### src/rtl/apb_master.sv
// APB requester: turns a valid/ready command into one APB SETUP/ACCESS transfer and returns a
// single-cycle response pulse, aborting with a timeout when the slave never asserts pready.
module apb_master #(
    parameter int unsigned ADDR_W  = 8,
    parameter int unsigned DATA_W  = 8,
    parameter int unsigned TIMEOUT = 15
) (
    input  logic              pclk,
    input  logic              preset_n,
    input  logic              cmd_valid,
    output logic              cmd_ready,
    input  logic              cmd_write,
    input  logic [ADDR_W-1:0] cmd_addr,
    input  logic [DATA_W-1:0] cmd_wdata,
    output logic              rsp_valid,
    output logic [DATA_W-1:0] rsp_rdata,
    output logic              rsp_err,
    output logic              rsp_timeout,
    output logic              psel,
    output logic              penable,
    output logic              pwrite,
    output logic [ADDR_W-1:0] paddr,
    output logic [DATA_W-1:0] pwdata,
    input  logic [DATA_W-1:0] prdata,
    input  logic              pready,
    input  logic              pslverr
);

    localparam int unsigned CntW = (TIMEOUT > 0) ? $clog2(TIMEOUT + 1) : 1;
    localparam logic [CntW-1:0] CntLast = (TIMEOUT > 0) ? CntW'(TIMEOUT - 1) : '0;

    typedef enum logic [1:0] {StIdle, StSetup, StAccess} state_e;

    state_e          state_q;
    logic [CntW-1:0] wait_cnt_q;
    logic            timeout_hit;

    always_comb begin
        timeout_hit = (TIMEOUT != 0) && (wait_cnt_q == CntLast);
    end

    always_ff @(posedge pclk or negedge preset_n) begin
        if (!preset_n) begin
            state_q     <= StIdle;
            wait_cnt_q  <= '0;
            cmd_ready   <= 1'b0;
            psel        <= 1'b0;
            penable     <= 1'b0;
            pwrite      <= 1'b0;
            paddr       <= '0;
            pwdata      <= '0;
            rsp_valid   <= 1'b0;
            rsp_rdata   <= '0;
            rsp_err     <= 1'b0;
            rsp_timeout <= 1'b0;
        end else begin
            rsp_valid   <= 1'b0;
            rsp_err     <= 1'b0;
            rsp_timeout <= 1'b0;
            case (state_q)
                StIdle: begin
                    cmd_ready <= 1'b1;
                    psel      <= 1'b0;
                    penable   <= 1'b0;
                    // cmd_ready is itself registered, so the first edge after reset never accepts
                    if (cmd_valid && cmd_ready) begin
                        pwrite    <= cmd_write;
                        paddr     <= cmd_addr;
                        pwdata    <= cmd_wdata;
                        psel      <= 1'b1;
                        cmd_ready <= 1'b0;
                        state_q   <= StSetup;
                    end
                end
                StSetup: begin
                    penable    <= 1'b1;
                    wait_cnt_q <= '0;
                    state_q    <= StAccess;
                end
                StAccess: begin
                    if (pready) begin
                        psel      <= 1'b0;
                        penable   <= 1'b0;
                        cmd_ready <= 1'b1;
                        rsp_valid <= 1'b1;
                        rsp_err   <= pslverr;
                        rsp_rdata <= pwrite ? '0 : prdata;
                        state_q   <= StIdle;
                    end else if (timeout_hit) begin
                        psel        <= 1'b0;
                        penable     <= 1'b0;
                        cmd_ready   <= 1'b1;
                        rsp_valid   <= 1'b1;
                        rsp_err     <= 1'b1;
                        rsp_timeout <= 1'b1;
                        rsp_rdata   <= '0;
                        state_q     <= StIdle;
                    end else begin
                        wait_cnt_q <= wait_cnt_q + 1'b1;
                    end
                end
                default: begin
                    psel      <= 1'b0;
                    penable   <= 1'b0;
                    cmd_ready <= 1'b0;
                    state_q   <= StIdle;
                end
            endcase
        end
    end

endmodule
### config.mk
export PLATFORM = sky130hd
export DESIGN_NAME = apb_master
export DESIGN_NICKNAME = d
export VERILOG_FILES = /design/src/rtl/apb_master.sv
export SDC_FILE = /design/constraint.sdc
export NUM_CORES = 1
export LEC_CHECK = 0
export ABC_AREA = 1
export ABC_CLOCK_PERIOD_IN_PS = 1200
export BUFFER_PORTS_ARGS = -buffer_cell sky130_fd_sc_hd__buf_2
export CAP_MARGIN = 20
export CELL_PAD_IN_SITES_DETAIL_PLACEMENT = 0
export CELL_PAD_IN_SITES_GLOBAL_PLACEMENT = 1
export CORE_ASPECT_RATIO = 1.4
export CORE_MARGIN = 2
export CORE_UTILIZATION = 31
export DETAILED_ROUTE_END_ITERATION = 8
export PLACE_DENSITY_LB_ADDON = 0.1
export SLEW_MARGIN = 20
export SYNTH_ARGS = -nofsm -noshare
export SYNTH_HDL_FRONTEND = slang
export SYNTH_SLANG_ARGS = --single-unit
### constraint.sdc
create_clock -name pclk -period 1.2 [get_ports pclk]
set_input_delay 0.06 -clock pclk [delete_from_list [all_inputs] [get_ports pclk]]
set_output_delay 0.06 -clock pclk [all_outputs]
set_load 0.02 [all_outputs]
==> results.yml <==
logic_synthesis:
  synth_warnings: 0
  avgSynthCellArea_um2: 9.392
  netlist_area_mm2: 0.001503
  synth.distinct_cells: 20
  syn_inst: 160
  syn_nets: 192
  ys_seq_elements: 37
  ys_seq_area_frac: 0.6162
cts:
  path_clk_slew_ps: 70
  clockBufferDepth: 2
  h-tree-depth: 2
  clock_latency_ps: 290
  tritoncts: "built"
  cts_root_buf: "clkbuf_8"
  cts_sinks: 37
  cts_made_buffers: 5
global_route:
  groute.usage.overall: 0.1437
  met1_usage: 0.1485
  antenna_found_initial: 0
  top_usage_layer: "met2"
  met2_usage: 0.2708
  grt_pass1_wl_um: 6078
  grt-ovfl-total: 0
  use_met3: 0.04026
  grt_pass1_vias: 1389
  grt_max_degree: 24
die:
  core-area_mm2: 0.004767
  fp.dieH_um: 86.38
  io_pins: 61
  initial_core_util: 0.3152
  die_area_mm2: 0.005428
  die_width_um: 62.84
  placementRows: 30
placement:
  io_buffers: 60
  hpwl_um: 2487
  dpl.cell_count: 286
  dpl_worst_slack_ps: -79.93
  gp_congestion: 0.6918
route:
  avgRoutedWirePerCell_um: 11.33
  drt-total-wl_um: 3614
  drtPass1Iterations: 4
  vias_per_cell: 4.194
  routed-via-count: 1338
  drc: 0
  drt_iter0_drc: 24
  ant_nets: 0
timing:
  fmax_mhz: 828.8
  finClkSkew_ps: 8.020
  final-setup-viol-count: 2
  slew_viol_final: 0
  setup_tns_ps: -12.09
  slew_headroom: 0.7554
  tightest_slew_ps: 366.9
  timing.final.ws_setup_ps: -6.522
  post-route-period-util: 1.005
  final.min_clock_period_ps: 1207
  hold_violations: 0
  rsz0062_at_grt: "true"
layout:
  drive_above_1_share: 0.3647
  final_common_cell: "nand2_1"
  mostFrequentLayoutCells: "66 x nand2_1, 60 x buf_2, 36 x dfrtp_1"
  fillers: 469
  final_cells: 319
  area_delta_synth_final_pct: 51.96
  fin_nets: 287
  diodes: 0
worst_setup_path:
  worst_ep_required_time_ps: 1420
  path_max_fanout: 4
  rr_startpoint: "wait_cnt_q[0]"
  rr_worst_depth: 7
  reg2reg_slack_ps: -7
  start_kind: "register"
  crit_type: "register to register"
  reg2reg_to: "wait_cnt_q[3]"
  arrival_ps: 1430
  endpoint_kind: "register"
pwr:
  power.density_mw_per_mm2: 2332
  leakage_uw: 0.001257
  comb_power_share: 0.449
  max-vdd-ir-drop_v: 0.001162
  swShare: 0.4165
  clockPowerShare: 0.163
  seqPwrFrac: 0.388
  finalPower_uw: 5325
  intPower_uw: 3107
  p_sw_uw: 2218
min_path:
  hold_class: "input port to register"
  holdPathStages: 3
  hold_start: "prdata[4]"
  holdPathEnd: "rsp_rdata[4]"
outcome:
  failed_checks: "setup timing"
  status: "complete, but fails checks"
run:
  max_cap_viol_count: 0
[cell families after synthesis]
family / Yosys count / share of synthesized area
buffers and inverters: 17 / 0.05245
AND/OR/NAND/NOR: 91 / 0.2664
AO/OA/AOI/OAI: 12 / 0.04247
XOR/XNOR: 1 / 0.005830
adder cells (fa/ha/maj): 2 / 0.01665
flip-flops: 37 / 0.6162
[metrics by stage]
step                        util  hold WS (ps)  area [um^2]
after floorplan                -        -235.6         1503
after global routing      0.4790         9.116         2283
after CTS                 0.4719         10.46         2250
final                     0.4790         18.35         2283
after global placement    0.3997        -10.65         1906
after detailed placement  0.3997        -2.421         1906
[worst max path at each step]
| stage | startpoint | endpoint | slack [ps] |
|---|---|---|---|
| finish | wait_cnt_q[0] | wait_cnt_q[3] | -7 |
| floorplan | wait_cnt_q[0] | rsp_rdata[0] | 2 |
| detailed placement | wait_cnt_q[0] | rsp_rdata[7] | -80 |
| global placement | wait_cnt_q[0] | rsp_rdata[7] | -10 |
| global route | wait_cnt_q[0] | wait_cnt_q[3] | -90 |
| CTS | wait_cnt_q[0] | rsp_rdata[3] | -1 |
[power groups by stage]
stage          registers, uW  logic [uW]  clock network (uW)
4_1_cts                 2060        2400                 911
6_report                2060        2390                 870
2_1_floorplan           2650         843                   0
3_3_place_gp            2060        2160                   0
3_5_place_dp            2080        2200                   0
5_1_grt                 2120        2650                 967
[state kept, by name, summed over array words and instances (netlist names)]
signal and cells:
pwdata 8, state_q 2, psel 1, wait_cnt_q 4, paddr 8, rsp_valid 1
rsp_timeout 1, penable 1, rsp_rdata 8, cmd_ready 1, rsp_err 1, pwrite 1
[critical path: stages (launching register included)]
cell     delay (ps)
dfrtp_1         380
inv_1            60
ha_2            190
nand3_4         110
buf_4           160
nand3_2          90
nand3_1          90
nand2_2          80
[metal layers]
metal	vias to the layer above	wire length, um	part of all wire
li1	682	-	-
met1	614	1470	0.41
met2	36	1915	0.53
met3	6	163	0.045
met4	0	64	0.018
met5	-	0	0
[cells in the mapped netlist]
cell type / number / area share
o21ai_0: 10 / 0.033
nand2_2: 2 / 0.0083
nand3b_1: 1 / 0.0050
nor2_1: 4 / 0.010
buf_2: 1 / 0.0033
nand4_1: 1 / 0.0042
nor2_2: 1 / 0.0042
ha_1: 2 / 0.017
a31oi_1: 1 / 0.0042
nor2_4: 1 / 0.0075
nand3_1: 7 / 0.023
dfrtp_1: 37 / 0.62
nor3_1: 1 / 0.0033
nand2_1: 71 / 0.18
o21a_1: 1 / 0.0050
buf_8: 1 / 0.010
inv_1: 14 / 0.035
nand3_4: 2 / 0.023
xnor2_1: 1 / 0.0058
inv_4: 1 / 0.0042
[area by class of cell]
| class | instances | area, um^2 | area share |
|---|---|---|---|
| clock buffers | 7 | 86.33 | 0.03781 |
| inverters | 15 | 61.31 | 0.02685 |
| multi-input cells | 107 | 550.5 | 0.2411 |
| flip-flops and latches | 37 | 927.1 | 0.4060 |
| well taps | 64 | 80.08 | 0.03507 |
| repair buffers | 89 | 578.1 | 0.2532 |
[what timing repair did]
item	4_1_cts	5_1_grt
resized for setup	8	7
endpoints found under the setup margin	17	18
hold buffers	19	0
hold endpoints to repair	32	0
pin swaps	3	5
cloned	1	0
setup buffers	4	2
(Power assumes the default switching activity.)
